[src/rtl/run_ctrl_pkg.sv]
// Shared types and default parameters for the run controller and its stall detector.
package run_ctrl_pkg;

    typedef enum logic [2:0] {
        ST_IDLE    = 3'd0,
        ST_HOLD    = 3'd1,
        ST_RUN     = 3'd2,
        ST_DONE    = 3'd3,
        ST_TIMEOUT = 3'd4
    } run_state_t;

    localparam int RST_CYCLES_DEF   = 2;
    localparam int MAX_CYCLES_DEF   = 50;
    localparam int STALL_CYCLES_DEF = 8;

    // Bits needed to hold values 0..n; never less than one bit.
    function automatic int cnt_w(input int n);
        int w;
        w = $clog2(n + 1);
        return (w < 1) ? 1 : w;
    endfunction

endpackage

[src/rtl/pc_stall_detector.sv]
// Flags a core whose PC has not moved for STALL_CYCLES consecutive RUN cycles.
// Instantiated by run_ctrl only when RUN_CTRL_STALL_DETECT_EN is defined.
module pc_stall_detector
    import run_ctrl_pkg::*;
#(
    parameter int PC_W         = 32,
    parameter int STALL_CYCLES = STALL_CYCLES_DEF
) (
    input  logic            ref_clk,
    input  logic            reset,
    input  logic            clear,
    input  logic            enable,
    input  logic [PC_W-1:0] pc,
    output logic            stall
);

    localparam int             SW         = cnt_w(STALL_CYCLES);
    localparam logic [SW-1:0]  STALL_LAST = SW'(STALL_CYCLES - 1);

    logic [PC_W-1:0] pc_prev;
    logic            prev_valid;
    logic [SW-1:0]   same_cnt;
    logic            same;

    // prev_valid keeps the first RUN cycle from comparing against a stale PC.
    assign same  = prev_valid && (pc == pc_prev);
    assign stall = enable && same && (same_cnt == STALL_LAST);

    always_ff @(posedge ref_clk or negedge reset) begin
        if (!reset) begin
            pc_prev    <= '0;
            prev_valid <= 1'b0;
            same_cnt   <= '0;
        end else if (clear) begin
            prev_valid <= 1'b0;
            same_cnt   <= '0;
        end else if (enable) begin
            pc_prev    <= pc;
            prev_valid <= 1'b1;
            if (!same) begin
                same_cnt <= '0;
            end else if (same_cnt != STALL_LAST) begin
                same_cnt <= same_cnt + SW'(1);
            end
        end
    end

endmodule

[src/rtl/run_ctrl.sv]
// Run controller: start pulse -> stretched core reset -> counted run ending in DONE or TIMEOUT.
// Optional PC stall detection is compiled in with RUN_CTRL_STALL_DETECT_EN.
//
// state      | meaning
// -----------+-----------------------------------------------------------
// ST_IDLE    | out of reset, core held in reset, waiting for start
// ST_HOLD    | core reset stretched for RST_CYCLES cycles
// ST_RUN     | core running, cycle_count advancing
// ST_DONE    | halt or stall seen, core frozen, count held
// ST_TIMEOUT | cycle budget exhausted, core frozen, count held
module run_ctrl
    import run_ctrl_pkg::*;
#(
    parameter int RST_CYCLES   = RST_CYCLES_DEF,
    parameter int MAX_CYCLES   = MAX_CYCLES_DEF,
    parameter int CNT_W        = 32,
    parameter int PC_W         = 32,
    parameter int STALL_CYCLES = STALL_CYCLES_DEF
) (
    input  logic             ref_clk,
    input  logic             reset,
    input  logic             start,
    input  logic             halt,
    input  logic [PC_W-1:0]  pc,
    output logic             core_reset,
    output logic             running,
    output logic             done,
    output logic             timeout,
    output logic             stalled,
    output logic [CNT_W-1:0] cycle_count
);

    localparam int               HW        = cnt_w(RST_CYCLES);
    localparam logic [HW-1:0]    HOLD_LAST = HW'(RST_CYCLES - 1);
    localparam logic [CNT_W-1:0] CNT_LAST  = CNT_W'(MAX_CYCLES - 1);

    run_state_t       state, state_nxt;
    logic [HW-1:0]    hold_cnt, hold_cnt_nxt;
    logic [CNT_W-1:0] cycle_count_nxt;
    logic             stalled_nxt;
    logic             stall_hit;

`ifdef RUN_CTRL_STALL_DETECT_EN
    pc_stall_detector #(
        .PC_W         (PC_W),
        .STALL_CYCLES (STALL_CYCLES)
    ) u_stall (
        .ref_clk (ref_clk),
        .reset   (reset),
        .clear   (state != ST_RUN),
        .enable  (state == ST_RUN),
        .pc      (pc),
        .stall   (stall_hit)
    );
`else
    logic unused_pc;
    assign unused_pc = ^pc;
    assign stall_hit = 1'b0;
`endif

    always_comb begin
        state_nxt       = state;
        hold_cnt_nxt    = hold_cnt;
        cycle_count_nxt = cycle_count;
        stalled_nxt     = stalled;
        case (state)
            ST_IDLE: begin
                if (start) begin
                    state_nxt       = ST_HOLD;
                    hold_cnt_nxt    = '0;
                    cycle_count_nxt = '0;
                end
            end
            ST_HOLD: begin
                if (hold_cnt == HOLD_LAST) begin
                    state_nxt       = ST_RUN;
                    cycle_count_nxt = '0;
                end else begin
                    hold_cnt_nxt = hold_cnt + HW'(1);
                end
            end
            ST_RUN: begin
                // The exit cycle is counted too, so a halt in cycle k reports k.
                cycle_count_nxt = cycle_count + CNT_W'(1);
                if (halt) begin
                    state_nxt = ST_DONE;
                end else if (stall_hit) begin
                    state_nxt   = ST_DONE;
                    stalled_nxt = 1'b1;
                end else if (cycle_count == CNT_LAST) begin
                    state_nxt = ST_TIMEOUT;
                end
            end
            ST_DONE, ST_TIMEOUT: begin
                if (start) begin
                    state_nxt       = ST_HOLD;
                    hold_cnt_nxt    = '0;
                    cycle_count_nxt = '0;
                    stalled_nxt     = 1'b0;
                end
            end
            default: begin
                state_nxt = ST_IDLE;
            end
        endcase
    end

    // Outputs are flops loaded from the next state so nothing is decoded after the register.
    always_ff @(posedge ref_clk or negedge reset) begin
        if (!reset) begin
            state       <= ST_IDLE;
            hold_cnt    <= '0;
            cycle_count <= '0;
            stalled     <= 1'b0;
            core_reset  <= 1'b1;
            running     <= 1'b0;
            done        <= 1'b0;
            timeout     <= 1'b0;
        end else begin
            state       <= state_nxt;
            hold_cnt    <= hold_cnt_nxt;
            cycle_count <= cycle_count_nxt;
            stalled     <= stalled_nxt;
            core_reset  <= (state_nxt != ST_RUN);
            running     <= (state_nxt == ST_RUN);
            done        <= (state_nxt == ST_DONE);
            timeout     <= (state_nxt == ST_TIMEOUT);
        end
    end

endmodule

[config.mk]
export PLATFORM = sky130hd
export DESIGN_NAME = run_ctrl
export DESIGN_NICKNAME = d
export VERILOG_FILES = /design/src/rtl/run_ctrl_pkg.sv /design/src/rtl/pc_stall_detector.sv /design/src/rtl/run_ctrl.sv
export SDC_FILE = /design/constraint.sdc
export NUM_CORES = 1
export LEC_CHECK = 0
export ABC_CLOCK_PERIOD_IN_PS = 2000
export CORE_MARGIN = 2
export CORE_UTILIZATION = 43
export CTS_BUF_LIST = sky130_fd_sc_hd__clkbuf_16
export DETAILED_ROUTE_END_ITERATION = 6
export GPL_ROUTABILITY_DRIVEN = 0
export GPL_TIMING_DRIVEN = 0
export MAX_ROUTING_LAYER = met4
export PLACE_DENSITY = 0.87
export SETUP_SLACK_MARGIN = 0.5
export SYNTH_ARGS = -nofsm -noshare
export SYNTH_HDL_FRONTEND = slang
export SYNTH_SLANG_ARGS = --single-unit
[constraint.sdc]
create_clock -name ref_clk -period 2 [get_ports ref_clk]
set_input_delay 0.3 -clock ref_clk [delete_from_list [all_inputs] [get_ports ref_clk]]
set_output_delay 0.3 -clock ref_clk [all_outputs]
set_load 0.05 [all_outputs]
# After elaboration in Yosys (flattened, before gate mapping)
# Index checks and enable logic that the tools add are counted.
# Widths: inputs -> output; s select.
[totals]
register_bits = 41
inputBits = 36
[op_classes]
addsub = 2
eq_ne = 13
muxes = 11
reduce_logical = 6
[ops]
columns = ["operator", "count"]
rows = [
  ["$pmux 32 s3", 1],
  ["$mux 32", 2],
  ["$add 32x1->32 const B", 1],
  ["$eq 32x6->1 const B", 1],
  ["$eq 3x2->1 const B", 4],
  ["$mux 3", 4],
  ["$pmux 3 s3", 1],
  ["$eq 3x3->1 const B", 2],
  ["$reduce_and 3->1", 2],
  ["$mux 2", 2],
  ["$ne 2x2->1 const B", 2],
  ["$pmux 2 s2", 1],
  ["$eq 3x1->1 const B", 1],
  ["$logic_not 3->1", 1],
  ["$ne 3x2->1 const B", 1],
  ["$reduce_bool 3->1", 1],
  ["$reduce_or 3->1", 1],
  ["$add 2x1->2 const B", 1],
  ["$eq 2x1->1 const B", 1],
  ["$ne 2x1->1 const B", 1],
  ["$reduce_bool 2->1", 1],
]

# Longest topological paths before layout
# Gate-level depths: netlist of the first run.
[depth]
depth_word = 5
ltp_mapped = 8

# Worst setup path after synthesis of the first run
# No wires, ideal clock.
[synth_path]
path_type = "register -> register"
from = "register cycle_count[0]"
to = "register cycle_count[20]"
setup_ps = 77
t_arrival_ps = 2318
required_ps = 1923
setup_slack_ps = -396
path_stages_with_launch = 7
synth_period_minus_slack_ps = 2396
cell_sequence = "dfrtp_1 > ha_1 > nand3_2 > or4_1 > buf_2 > or4_1 > a21oi_1"
[synth_via]
elab_chain_len = 2
[synth_lines]
columns = ["item", "line", "source"]
rows = [
  ["from (decl)", "run_ctrl.sv:30", "output logic [CNT_W-1:0] cycle_count"],
  ["from (signal assigned)", "run_ctrl.sv:122", "cycle_count <= cycle_count_nxt;"],
  ["$add 32x1->32", "run_ctrl.sv:84", "cycle_count_nxt = cycle_count + CNT_W'(1);"],
  ["$pmux 32 s3", "run_ctrl.sv:66", "case (state)"],
]
# Every way passes these cells.
# A chain may end at the register's enable or synchronous reset.

# Worst setup path after layout of the first run
[layout_path]
from = "register hold_cnt[1]"
to = "register cycle_count[25]"
[layout_via]
elab_chain_len = 3
[layout_lines]
columns = ["item", "line", "source"]
rows = [
  ["from (decl)", "run_ctrl.sv:38", "logic [HW-1:0] hold_cnt, hold_cnt_nxt;"],
  ["from (signal assigned)", "run_ctrl.sv:121", "hold_cnt <= hold_cnt_nxt;"],
  ["$eq 2x1->1", "run_ctrl.sv:75", "if (hold_cnt == HOLD_LAST) begin"],
  ["$ne 2x2->1 (no source line)", "--", ""],
  ["$reduce_and 3->1 (no source line)", "--", ""],
]
# Every way passes these cells.

==> impl_metrics.xml, run 1 <==
<?xml version="1.0" encoding="UTF-8"?>
<metrics>
  <group name="setup_path">
    <metric name="setup.worst_path.class" unit="">register to register</metric>
    <metric name="timing.critical_path.from_type" unit="">register</metric>
    <metric name="worstReg2RegStart" unit="">hold_cnt[1]</metric>
    <metric name="worst_flop_to_flop_path_endpoint" unit="">cycle_count[25]</metric>
    <metric name="setup.worst_path.end_class" unit="">register</metric>
    <metric name="timing.critical_path.from" unit="">hold_cnt[1]</metric>
    <metric name="r2r_slack" unit="ns">-0.07</metric>
    <metric name="r2r.worst_path.cells" unit="">8</metric>
    <metric name="crit_path_required_time" unit="ns">2.20</metric>
    <metric name="cp.arrival" unit="ns">2.27</metric>
    <metric name="critical_path.endpoint" unit="">cycle_count[25]</metric>
    <metric name="critPathMaxFanout" unit="">6</metric>
  </group>
  <group name="synthesis">
    <metric name="synth_nets" unit="">302</metric>
    <metric name="synthArstFlopShare" unit="%">100</metric>
    <metric name="synthesis.area" unit="um2">2440</metric>
    <metric name="ys_seq_area_share" unit="%">42.0</metric>
    <metric name="synth_warnings" unit="">0</metric>
    <metric name="synthesis.area_per_instance" unit="um2">9.29</metric>
    <metric name="synth.top_cell.area_share" unit="%">41.0</metric>
    <metric name="synthCells" unit="">263</metric>
    <metric name="netlist.top_cell.by_area" unit="">sky130_fd_sc_hd__dfrtp_1</metric>
    <metric name="ys_types" unit="">46</metric>
    <metric name="postSynth.topFlopCell" unit="">sky130_fd_sc_hd__dfrtp_1</metric>
    <metric name="post_synth_main_area_contributors" unit="">sky130_fd_sc_hd__dfrtp_1, sky130_fd_sc_hd__or4_1, sky130_fd_sc_hd__a21oi_1</metric>
    <metric name="synth.ff_latch_count" unit="">41</metric>
    <metric name="post_synth_edffs" unit="">0</metric>
  </group>
  <group name="power">
    <metric name="peakVddDrop" unit="V">0.000866</metric>
    <metric name="p_total" unit="mW">4.55</metric>
    <metric name="comb_power_share" unit="%">61.1</metric>
    <metric name="net-switching-power" unit="mW">1.98</metric>
    <metric name="power_per_cell_area" unit="nW/um2">1070</metric>
    <metric name="p_clk_share" unit="%">17.3</metric>
    <metric name="share_of_total_power_consumed_by_net_switching" unit="%">43.6</metric>
    <metric name="sequential_group_share_of_total_power" unit="%">21.6</metric>
    <metric name="leak" unit="nW">1.77</metric>
    <metric name="power.internal" unit="mW">2.57</metric>
  </group>
  <group name="route">
    <metric name="routed_wirelength" unit="um">10500</metric>
    <metric name="ratio_of_routed_vias_to_standard_cells" unit="">6.86</metric>
    <metric name="final_antenna_net_count" unit="">0</metric>
    <metric name="drc" unit="">0</metric>
    <metric name="drt_pre_antenna_iters" unit="">5</metric>
    <metric name="dr_total_vias" unit="">2979</metric>
    <metric name="detail_route.wl_per_cell" unit="um">24.2</metric>
    <metric name="drtIter0Drc" unit="">256</metric>
  </group>
  <group name="sta">
    <metric name="holdWs" unit="ns">0.465</metric>
    <metric name="finalWorstPathRequiredPeriod" unit="ns">2.07</metric>
    <metric name="worst_clock_skew_on_the_final_layout" unit="ns">0.00891</metric>
    <metric name="clock.fmax" unit="MHz">483</metric>
    <metric name="post-route-worst-setup-slack" unit="ns">-0.0717</metric>
    <metric name="final_cycle_utilization_of_the_critical_path" unit="%">104</metric>
    <metric name="grt_setup_unrepaired" unit="">yes</metric>
    <metric name="final_max_slew_viol_count" unit="">0</metric>
    <metric name="setup-violations-final" unit="">8</metric>
    <metric name="final_hold_viol_count" unit="">0</metric>
  </group>
  <group name="floorplan">
    <metric name="die_area" unit="um2">6300</metric>
    <metric name="io_pins" unit="">73</metric>
    <metric name="initial_utilization" unit="%">44.4</metric>
    <metric name="die_h" unit="um">79.4</metric>
    <metric name="die_w" unit="um">79.4</metric>
    <metric name="num_rows" unit="">27</metric>
    <metric name="coreArea" unit="um2">5510</metric>
  </group>
  <group name="placed_design">
    <metric name="detailedPlacementHpwl" unit="um">4530</metric>
    <metric name="port-buffer-count" unit="">39</metric>
  </group>
  <group name="grt">
    <metric name="grt_max_degree" unit="">30</metric>
    <metric name="global_route.overflow_total" unit="">0</metric>
    <metric name="grt_first_pass_wirelength" unit="um">13800</metric>
    <metric name="antenna_violations_before_repair" unit="">0</metric>
    <metric name="via_count_of_the_first_global_routing_pass" unit="">2691</metric>
    <metric name="track_usage" unit="%">29.2</metric>
  </group>
  <group name="outcome">
    <metric name="violated_checks" unit="">setup timing</metric>
    <metric name="run_status" unit="">finished, violations left</metric>
  </group>
  <group name="clock_network">
    <metric name="clkLatencyLatePin" unit="ns">0.29</metric>
    <metric name="cts.reportedPaths.clkPinSlew" unit="ns">0.06</metric>
    <metric name="cts_buffer_depth" unit="">2</metric>
    <metric name="tritoncts_num_sinks" unit="">41</metric>
    <metric name="library_cell_used_as_clock_root_buffer" unit="">sky130_fd_sc_hd__clkbuf_16</metric>
    <metric name="cts_htree_levels" unit="">2</metric>
    <metric name="number_of_cts_inserted_buffers" unit="">5</metric>
    <metric name="tritoncts_clock_tree" unit="">yes</metric>
  </group>
  <group name="worst_hold_path">
    <metric name="hold_path_class" unit="">primary input to asynchronous set/reset pin</metric>
  </group>
  <group name="layout">
    <metric name="syn_to_final_growth" unit="%">73.3</metric>
    <metric name="fill_cells" unit="">311</metric>
    <metric name="antenna-diode-count" unit="">0</metric>
    <metric name="final_layout_size_suffix_gt1_share" unit="%">56.4</metric>
    <metric name="final_nets" unit="">400</metric>
  </group>
  <group name="job">
    <metric name="max-cap-violations" unit="">0</metric>
  </group>
</metrics>
cells by family (layout without fill, tap and decap cells):
| family | after synthesis | after routing | share of synthesized area, % |
|---|---|---|---|
| AND/OR/NAND/NOR | 122 | 122 | 31.7 |
| multiplexers | 9 | 9 | 3.69 |
| flip-flops | 41 | 41 | 42.0 |
| buffers and inverters | 25 | 124 | 5.22 |
| AO/OA/AOI/OAI | 62 | 62 | 15.6 |
| other | 1 | 1 | 0.153 |
| adder cells (fa/ha/maj) | 3 | 3 | 1.54 |
synth_stat cells (2+ instances only):
cell type	n
sky130_fd_sc_hd__a21o_1	3
sky130_fd_sc_hd__a21oi_1	25
sky130_fd_sc_hd__and3_1	2
sky130_fd_sc_hd__and4_1	5
sky130_fd_sc_hd__buf_2	3
sky130_fd_sc_hd__buf_4	2
sky130_fd_sc_hd__buf_6	3
sky130_fd_sc_hd__clkbuf_1	10
sky130_fd_sc_hd__dfrtp_1	40
sky130_fd_sc_hd__ha_1	3
sky130_fd_sc_hd__inv_1	7
sky130_fd_sc_hd__mux2i_1	9
sky130_fd_sc_hd__nand2_1	20
sky130_fd_sc_hd__nand3_1	22
sky130_fd_sc_hd__nand3b_1	11
sky130_fd_sc_hd__nand4_1	6
sky130_fd_sc_hd__nor2b_1	3
sky130_fd_sc_hd__nor4_1	14
sky130_fd_sc_hd__o21ai_0	11
sky130_fd_sc_hd__o31ai_1	15
sky130_fd_sc_hd__o41ai_1	2
sky130_fd_sc_hd__or3_1	6
sky130_fd_sc_hd__or3_2	2
sky130_fd_sc_hd__or4_1	17
per-stage QoR:
| stage | instance area (um2) | setup slack, ns | TNS [ns] | util, % | std cells |
|---|---|---|---|---|---|
| after floorplan | 2720 | -0.121 | -0.469 | - | 263 |
| after global placement | 3200 | -0.546 | -25.14 | 58.1 | 374 |
| after detailed placement | 3220 | -0.333 | -6.99 | 58.4 | 375 |
| after CTS | 3840 | 0.0812 | 0 | 69.8 | 418 |
| after global routing | 4240 | -0.0987 | -1.19 | 76.9 | 434 |
| final | 4240 | -0.0717 | -0.192 | 76.9 | 434 |
layout by cell type, fill, tap and decap left out, drive strengths merged, types with 2 or more instances in the layout:
master         instances
and4                   5
or3                    8
dfrtp                 40
o41ai                  2
dlygate4sd2            5
nand2                 20
buf                   65
nand4                  8
mux2i                  9
o31ai                 15
clkdlybuf4s15         21
nand3                 23
ha                     3
or4                   18
a21o                   3
and3                   3
o21ai                 11
a21oi                 25
nand3b                11
nor4                  14
inv                   10
nor2b                  3
clkbuf                21
how the worst min path moves through the flow:
stage / depth (start not counted) / end / start
2_1_floorplan: 0 / cycle_count[0] / reset
3_3_place_gp: 2 / hold_cnt[1] / hold_cnt[1]
3_5_place_dp: 1 / cycle_count[17] / reset
4_1_cts: 2 / cycle_count[24] / reset
5_1_grt: 2 / cycle_count[24] / reset
6_report: 2 / cycle_count[24] / reset
state kept, by name, indices dropped and copies added (netlist names):
name,count
state,3
hold_cnt,2
timeout,1
core_reset,1
running,1
done,1
cycle_count,32
cell type report:
type	instances	area [um2]	area share (%)
clock buffer	5	125	2.95
clock inverter	3	11.3	0.266
sequential	41	1050	24.8
tap	72	90.1	2.13
inverter	7	28.8	0.679
multi-input combinational	197	1810	42.6
timing repair buffer	91	872	20.6
buffer	18	250	5.91
power groups by stage:
stage | registers, mW | clock network (mW) | logic (mW)
after detailed placement | 1.01 | 0 | 1.55
after CTS | 0.975 | 0.777 | 1.92
after floorplan | 1.12 | 0 | 1.04
after global routing | 0.988 | 0.804 | 2.86
after global placement | 1.00 | 0 | 1.51
final | 0.982 | 0.787 | 2.78
worst max-delay path, cell delays in order, from the launching register on:
cell and delay [ns]:
sky130_fd_sc_hd__dfrtp_1 0.38, sky130_fd_sc_hd__inv_1 0.08, sky130_fd_sc_hd__ha_2 0.18, sky130_fd_sc_hd__nand3b_1 0.13, sky130_fd_sc_hd__o221a_4 0.35, sky130_fd_sc_hd__buf_12 0.15
sky130_fd_sc_hd__clkbuf_16 0.16, sky130_fd_sc_hd__nor4_4 0.30, sky130_fd_sc_hd__mux2i_1 0.26
layer usage:
layer  track usage (%)  share of wire, %
met1              35.4                36
met2              47.9                49
met3              4.30               8.8
met4              14.3               6.7
met5                 -                 0
timing repair:
item	in CTS	in global routing
gates resized for setup	131	83
hold buffers	1	0
pin swaps	19	18
hold endpoints to repair	12	0
cloned	2	3
endpoints found under the setup margin	75	50
buffers inserted	32	13
No activity file was read; power rests on OpenSTA's default activity.
==> inputs of run 2 (changes only) <==
--- a/config.mk
+++ b/config.mk
@@ -6,9 +6,8 @@
 export NUM_CORES = 1
 export LEC_CHECK = 0
 export ABC_CLOCK_PERIOD_IN_PS = 2000
-export CORE_MARGIN = 2
+export CORE_MARGIN = 1.5
 export CORE_UTILIZATION = 43
-export CTS_BUF_LIST = sky130_fd_sc_hd__clkbuf_16
 export DETAILED_ROUTE_END_ITERATION = 6
 export GPL_ROUTABILITY_DRIVEN = 0
 export GPL_TIMING_DRIVEN = 0
==> run 2 against run 1 <==
  * The run still ends with setup timing left
  * Combinational power shrank 4%
  * Routed wire length grew 3.2%
  * Non-clock buffer count grew 7
  * Largest cell class unchanged
  * Global-route usage grew 3.4 points
  * Cell count grew 1.8%
  * Worst setup slack gained 0.0067 ns
  * Sequential share of layout area is essentially flat
  * Sequential power grew 1%
  * Clock skew grew 0.0040 ns
  * Clock-buffer cell count is the same
  * Clock power grew 6.1%
  * Register-to-register slack is essentially flat
==> impl_metrics.xml, run 2 (synthesis gave the netlist of run 1 again) <==
<?xml version="1.0" encoding="UTF-8"?>
<metrics>
  <group name="placed_design">
    <metric name="detailedPlacementHpwl" unit="um">4410</metric>
    <metric name="post-place-cells" unit="">375</metric>
    <metric name="port-buffer-count" unit="">39</metric>
  </group>
  <group name="setup_path">
    <metric name="r2r_slack" unit="ns">-0.07</metric>
    <metric name="critPathMaxFanout" unit="">7</metric>
    <metric name="worstReg2RegStart" unit="">cycle_count[10]</metric>
    <metric name="number_of_buffer_and_inverter_stages_on_the_critical_path" unit="">2</metric>
    <metric name="cp_cell_sequence" unit="">buf_6, nand4_1, or4_4, buf_6, or4_4, a21oi_2</metric>
    <metric name="setup.worst_path.end_class" unit="">register</metric>
    <metric name="crit_path_required_time" unit="ns">2.24</metric>
    <metric name="crit_family" unit="">simple AND/OR/NAND/NOR gates</metric>
    <metric name="setup.worst_path.class" unit="">register to register</metric>
    <metric name="worst_flop_to_flop_path_endpoint" unit="">cycle_count[22]</metric>
    <metric name="timing.critical_path.from_type" unit="">register</metric>
    <metric name="cp_slowest_stage_delay" unit="ns">0.57</metric>
    <metric name="cp_slowest_cell" unit="">sky130_fd_sc_hd__or4_4</metric>
    <metric name="timing.critical_path.from" unit="">cycle_count[10]</metric>
    <metric name="cp.arrival" unit="ns">2.31</metric>
    <metric name="r2r.worst_path.cells" unit="">6</metric>
  </group>
  <group name="layout">
    <metric name="final_design_utilization" unit="%">77.2</metric>
    <metric name="final_layout_size_suffix_gt1_share" unit="%">61.1</metric>
    <metric name="fill_cells" unit="">322</metric>
    <metric name="final_nets" unit="">408</metric>
    <metric name="registers.top_by_ff_count" unit="">cycle_count</metric>
    <metric name="layout.cells.most_common" unit="">sky130_fd_sc_hd__buf_4</metric>
    <metric name="finalNonFillerCells" unit="">442</metric>
    <metric name="biggestRegsByFlops" unit="">cycle_count: 32 flops, state: 3 flops, hold_cnt: 2 flops</metric>
    <metric name="syn_to_final_growth" unit="%">73.9</metric>
    <metric name="most-common-layout-cells" unit="">sky130_fd_sc_hd__buf_4, sky130_fd_sc_hd__dfrtp_2, sky130_fd_sc_hd__nand3_1, sky130_fd_sc_hd__dfrtp_1</metric>
    <metric name="antenna-diode-count" unit="">0</metric>
    <metric name="max_reg_flops" unit="">32</metric>
  </group>
  <group name="sta">
    <metric name="finalWorstPathRequiredPeriod" unit="ns">2.07</metric>
    <metric name="clock.fmax" unit="MHz">484</metric>
    <metric name="setup_total_negative_slack" unit="ns">-0.0721</metric>
    <metric name="setup-violations-final" unit="">3</metric>
    <metric name="final_hold_viol_count" unit="">0</metric>
    <metric name="final_cycle_utilization_of_the_critical_path" unit="%">103</metric>
    <metric name="grt_setup_unrepaired" unit="">yes</metric>
    <metric name="worst_clock_skew_on_the_final_layout" unit="ns">0.0129</metric>
    <metric name="post-route-worst-setup-slack" unit="ns">-0.0650</metric>
    <metric name="final_max_slew_viol_count" unit="">0</metric>
  </group>
  <group name="clock_network">
    <metric name="tritoncts_num_sinks" unit="">41</metric>
    <metric name="library_cell_used_as_clock_root_buffer" unit="">sky130_fd_sc_hd__clkbuf_8</metric>
    <metric name="cts_htree_levels" unit="">2</metric>
    <metric name="clkLatencyLatePin" unit="ns">0.32</metric>
    <metric name="cts_buffer_depth" unit="">2</metric>
    <metric name="tritoncts_clock_tree" unit="">yes</metric>
    <metric name="cts.reportedPaths.clkPinSlew" unit="ns">0.09</metric>
    <metric name="number_of_cts_inserted_buffers" unit="">5</metric>
  </group>
  <group name="floorplan">
    <metric name="initial_utilization" unit="%">44.4</metric>
    <metric name="io_pins" unit="">73</metric>
    <metric name="num_rows" unit="">27</metric>
    <metric name="die_w" unit="um">78.4</metric>
    <metric name="coreArea" unit="um2">5510</metric>
    <metric name="die_h" unit="um">78.4</metric>
    <metric name="die_area" unit="um2">6140</metric>
  </group>
  <group name="grt">
    <metric name="met3_routing_resource_usage_after_global_routing" unit="%">5.81</metric>
    <metric name="grt_use_met1" unit="%">38.7</metric>
    <metric name="global_route.overflow_total" unit="">0</metric>
    <metric name="track_usage" unit="%">32.6</metric>
    <metric name="via_count_of_the_first_global_routing_pass" unit="">2841</metric>
    <metric name="antenna_violations_before_repair" unit="">0</metric>
    <metric name="grt_max_degree" unit="">27</metric>
    <metric name="grt_first_pass_wirelength" unit="um">14900</metric>
    <metric name="grt_most_used_layer" unit="">met2</metric>
    <metric name="groute.layer.met2.usage" unit="%">53.3</metric>
  </group>
  <group name="outcome">
    <metric name="violated_checks" unit="">setup timing</metric>
    <metric name="run_status" unit="">finished, violations left</metric>
  </group>
  <group name="route">
    <metric name="final_antenna_net_count" unit="">0</metric>
    <metric name="dr_total_vias" unit="">3067</metric>
    <metric name="ratio_of_routed_vias_to_standard_cells" unit="">6.94</metric>
    <metric name="detail_route.wl_per_cell" unit="um">24.6</metric>
    <metric name="drt_pre_antenna_iters" unit="">7</metric>
    <metric name="drc" unit="">0</metric>
    <metric name="routed_wirelength" unit="um">10900</metric>
    <metric name="drtIter0Drc" unit="">458</metric>
  </group>
  <group name="power">
    <metric name="power_per_cell_area" unit="nW/um2">1060</metric>
    <metric name="leak" unit="nW">1.77</metric>
    <metric name="peakVddDrop" unit="V">0.000901</metric>
  </group>
  <group name="job">
    <metric name="max-cap-violations" unit="">0</metric>
  </group>
  <group name="worst_hold_path">
    <metric name="hold_path_class" unit="">primary input to asynchronous set/reset pin</metric>
  </group>
</metrics>
## run 2: how the worst max path moves through the flow
stage                      endpoint  depth (start not counted)
floorplan           cycle_count[18]                          6
global placement     cycle_count[1]                          1
detailed placement  cycle_count[12]                          6
CTS                 cycle_count[12]                          7
global route        cycle_count[22]                          6
finish              cycle_count[22]                          6
## run 2: cell type report
type	instances	area, um2	share of cell area [%]
Tap cell	72	90.1	2.12
Multi-Input combinational cell	198	1830	43.0
Clock inverter	3	65.1	1.53
Sequential cell	41	1050	24.8
Buffer	18	238	5.59
Clock buffer	5	68.8	1.62
Inverter	7	26.3	0.618
Timing Repair Buffer	98	880	20.7
## run 2: worst reg2reg max path, delay by kind of cell, from the launching register on
family | cells | cell delay [ns]
and+or+nand+nor | 3 | 1.16
DFF | 1 | 0.38
buffers and inverters | 2 | 0.27
AOI/OAI and AO/OA | 1 | 0.18
## run 2: repair_timing
action	CTS	global route
resized for setup	152	95
hold buffers	1	0
endpoints found under the setup margin	75	56
pin swaps	25	19
endpoints found under the hold margin	15	0
setup buffers	44	11
gates cloned	2	1
## run 2: where the power goes
group / switching (mW) / internal, mW
registers: 0.0778 / 0.915
logic: 1.59 / 1.07
clock network: 0.339 / 0.497
## run 2: metrics by stage
stage                     setup WS, ns  hold WS [ns]  cell area (um2)  total power [mW]
final                          -0.0650         0.515             4250              4.49
after global routing            -0.148         0.545             4250              4.60
after CTS                        0.117         0.442             3970              3.78
after detailed placement        -0.353         0.240             3220              2.56
after global placement          -0.543         0.526             3200              2.51
after floorplan                 -0.121       0.00441             2720              2.16
## run 2: per-layer routing
layer  up-vias  wire length (um)
met4         0               676
met1      1517              3890
met2       231              5310
li1       1237                 -
met5         -                 0
met3        82               975
==> inputs of run 3 (changes only) <==
--- a/config.mk
+++ b/config.mk
@@ -6,7 +6,7 @@
 export NUM_CORES = 1
 export LEC_CHECK = 0
 export ABC_CLOCK_PERIOD_IN_PS = 2000
-export CORE_MARGIN = 1.5
+export CORE_MARGIN = 2
 export CORE_UTILIZATION = 43
 export DETAILED_ROUTE_END_ITERATION = 6
 export GPL_ROUTABILITY_DRIVEN = 0
==> run 3 against run 2 <==
  * The run still ends with setup timing left
  * Via count is 8.5% lower
  * Sequential power is 2% lower
  * Routed wire length fell by 15%
  * Non-clock buffer count fell by 11
  * Die area grew 2.6%
  * Sequential share of layout area rose by 1.8 points
  * Cell count down 2.7%
  * Hold slack got worse by 0.088 ns
  * Clock-buffer cell count is 3 higher
  * Maximum frequency shrank 2.3%
  * First-iteration DRC count down 36%
  * Flip-flop and latch count unchanged
  * Critical endpoint is now cycle_count[25]
  * Largest cell class unchanged
==> impl_metrics.xml, run 3 (synthesis gave the netlist of run 1 again) <==
<?xml version="1.0" encoding="UTF-8"?>
<metrics>
  <group name="setup_path">
    <metric name="critPathMaxFanout" unit="">6</metric>
    <metric name="timing.critical_path.from_type" unit="">register</metric>
    <metric name="r2r_slack" unit="ns">-0.11</metric>
    <metric name="r2r.worst_path.cells" unit="">6</metric>
    <metric name="number_of_buffer_and_inverter_stages_on_the_critical_path" unit="">2</metric>
    <metric name="setup.worst_path.class" unit="">register to register</metric>
    <metric name="worstReg2RegStart" unit="">cycle_count[12]</metric>
    <metric name="crit_path_required_time" unit="ns">2.21</metric>
    <metric name="setup.worst_path.end_class" unit="">register</metric>
    <metric name="cp_cell_sequence" unit="">nand4_4, or4_4, buf_12, buf_8, nor4_4, mux2i_1</metric>
    <metric name="cp_slowest_cell" unit="">sky130_fd_sc_hd__or4_4</metric>
    <metric name="timing.critical_path.from" unit="">cycle_count[12]</metric>
    <metric name="worst_flop_to_flop_path_endpoint" unit="">cycle_count[25]</metric>
    <metric name="cp.arrival" unit="ns">2.32</metric>
    <metric name="cp_slowest_stage_delay" unit="ns">0.57</metric>
    <metric name="crit_family" unit="">simple AND/OR/NAND/NOR gates</metric>
  </group>
  <group name="clock_network">
    <metric name="number_of_cts_inserted_buffers" unit="">5</metric>
    <metric name="cts.reportedPaths.clkPinSlew" unit="ns">0.08</metric>
    <metric name="cts_htree_levels" unit="">2</metric>
    <metric name="tritoncts_num_sinks" unit="">41</metric>
    <metric name="tritoncts_clock_tree" unit="">yes</metric>
    <metric name="cts_buffer_depth" unit="">2</metric>
    <metric name="clkLatencyLatePin" unit="ns">0.30</metric>
    <metric name="library_cell_used_as_clock_root_buffer" unit="">sky130_fd_sc_hd__clkbuf_8</metric>
  </group>
  <group name="floorplan">
    <metric name="die_w" unit="um">79.4</metric>
    <metric name="coreArea" unit="um2">5510</metric>
    <metric name="initial_utilization" unit="%">44.4</metric>
    <metric name="io_pins" unit="">73</metric>
    <metric name="num_rows" unit="">27</metric>
    <metric name="die_area" unit="um2">6300</metric>
    <metric name="die_h" unit="um">79.4</metric>
  </group>
  <group name="layout">
    <metric name="finalNonFillerCells" unit="">430</metric>
    <metric name="most-common-layout-cells" unit="">sky130_fd_sc_hd__buf_4, sky130_fd_sc_hd__nand2_1, sky130_fd_sc_hd__dfrtp_2, sky130_fd_sc_hd__dfrtp_1, sky130_fd_sc_hd__nand3_1</metric>
    <metric name="final_nets" unit="">396</metric>
    <metric name="final_design_utilization" unit="%">71.8</metric>
    <metric name="fill_cells" unit="">359</metric>
    <metric name="biggestRegsByFlops" unit="">cycle_count: 32 flops, state: 3 flops, hold_cnt: 2 flops</metric>
    <metric name="final_layout_size_suffix_gt1_share" unit="%">52.5</metric>
    <metric name="registers.top_by_ff_count" unit="">cycle_count</metric>
    <metric name="antenna-diode-count" unit="">0</metric>
    <metric name="syn_to_final_growth" unit="%">61.9</metric>
    <metric name="max_reg_flops" unit="">32</metric>
    <metric name="layout.cells.most_common" unit="">sky130_fd_sc_hd__buf_4</metric>
  </group>
  <group name="sta">
    <metric name="final_max_slew_viol_count" unit="">0</metric>
    <metric name="post-route-worst-setup-slack" unit="ns">-0.114</metric>
    <metric name="worst_clock_skew_on_the_final_layout" unit="ns">0.00723</metric>
    <metric name="final_hold_viol_count" unit="">0</metric>
    <metric name="final_cycle_utilization_of_the_critical_path" unit="%">106</metric>
    <metric name="setup-violations-final" unit="">5</metric>
    <metric name="finalWorstPathRequiredPeriod" unit="ns">2.11</metric>
    <metric name="grt_setup_unrepaired" unit="">yes</metric>
    <metric name="setup_total_negative_slack" unit="ns">-0.151</metric>
    <metric name="clock.fmax" unit="MHz">473</metric>
  </group>
  <group name="route">
    <metric name="dr_total_vias" unit="">2805</metric>
    <metric name="drc" unit="">0</metric>
    <metric name="detail_route.wl_per_cell" unit="um">21.4</metric>
    <metric name="routed_wirelength" unit="um">9190</metric>
    <metric name="final_antenna_net_count" unit="">0</metric>
    <metric name="drt_pre_antenna_iters" unit="">5</metric>
    <metric name="drtIter0Drc" unit="">291</metric>
    <metric name="ratio_of_routed_vias_to_standard_cells" unit="">6.52</metric>
  </group>
  <group name="worst_hold_path">
    <metric name="hold_path_class" unit="">primary input to asynchronous set/reset pin</metric>
  </group>
  <group name="placed_design">
    <metric name="post-place-cells" unit="">375</metric>
    <metric name="port-buffer-count" unit="">39</metric>
    <metric name="detailedPlacementHpwl" unit="um">4530</metric>
  </group>
  <group name="grt">
    <metric name="track_usage" unit="%">27.4</metric>
    <metric name="grt_first_pass_wirelength" unit="um">13100</metric>
    <metric name="grt_max_degree" unit="">30</metric>
    <metric name="via_count_of_the_first_global_routing_pass" unit="">2606</metric>
    <metric name="global_route.overflow_total" unit="">0</metric>
    <metric name="antenna_violations_before_repair" unit="">0</metric>
  </group>
  <group name="outcome">
    <metric name="violated_checks" unit="">setup timing</metric>
    <metric name="run_status" unit="">finished, violations left</metric>
  </group>
  <group name="power">
    <metric name="power_per_cell_area" unit="nW/um2">954</metric>
    <metric name="leak" unit="nW">1.66</metric>
    <metric name="peakVddDrop" unit="V">0.000692</metric>
  </group>
  <group name="job">
    <metric name="max-cap-violations" unit="">0</metric>
  </group>
</metrics>
==> run 3: per-stage QoR <==
stage          cell area (um2)  hold WS [ns]  setup slack, ns  total power [mW]
2_1_floorplan             2720       0.00441           -0.121              2.16
3_3_place_gp              3200         0.530           -0.546              2.51
3_5_place_dp              3220         0.210           -0.333              2.56
4_1_cts                   3770         0.423           0.0822              3.50
5_1_grt                   3960         0.457           -0.173              3.94
6_report                  3960         0.427           -0.114              3.77
==> run 3: power breakdown <==
group          internal [mW]  switching, mW
Combinational          0.927           1.32
Sequential             0.916         0.0606
Clock                  0.249          0.298
Total                   2.09           1.68
==> run 3: worst max-delay path by stage <==
stage               depth (start not counted)               to  slack, ns
floorplan                                   6  cycle_count[18]      -0.12
global placement                            1   cycle_count[0]      -0.55
detailed placement                          6  cycle_count[12]      -0.33
CTS                                         7  cycle_count[12]       0.08
global route                                6  cycle_count[25]      -0.17
finish                                      6  cycle_count[25]      -0.11
==> run 3: cell type report <==
type | count | area (um2) | area share, %
flip-flops and latches | 41 | 1050 | 26.6
inverters | 7 | 28.8 | 0.727
multi-input cells | 197 | 1710 | 43.3
plain buffers | 18 | 211 | 5.34
clock buffers | 8 | 80.1 | 2.02
repair buffers | 87 | 782 | 19.8
well taps | 72 | 90.1 | 2.28
==> run 3: repair_timing <==
item                                    CTS  global route
endpoints found under the hold margin    12             0
setup buffers                            35             9
gates resized for setup                 139            71
pin swaps                                17             9
hold buffers                              1             0
gates cloned                              2             0
endpoints found under the setup margin   75            55
==> run 3: per-layer routing <==
metal  vias up  global-route usage, %  part of all wire (%)
li1       1210                      -                     -
met1      1373                   34.0                    39
met2       170                   43.9                    49
met3        52                   5.09                   7.4
met4         0                   11.7                   4.4
met5         -                      -                     0
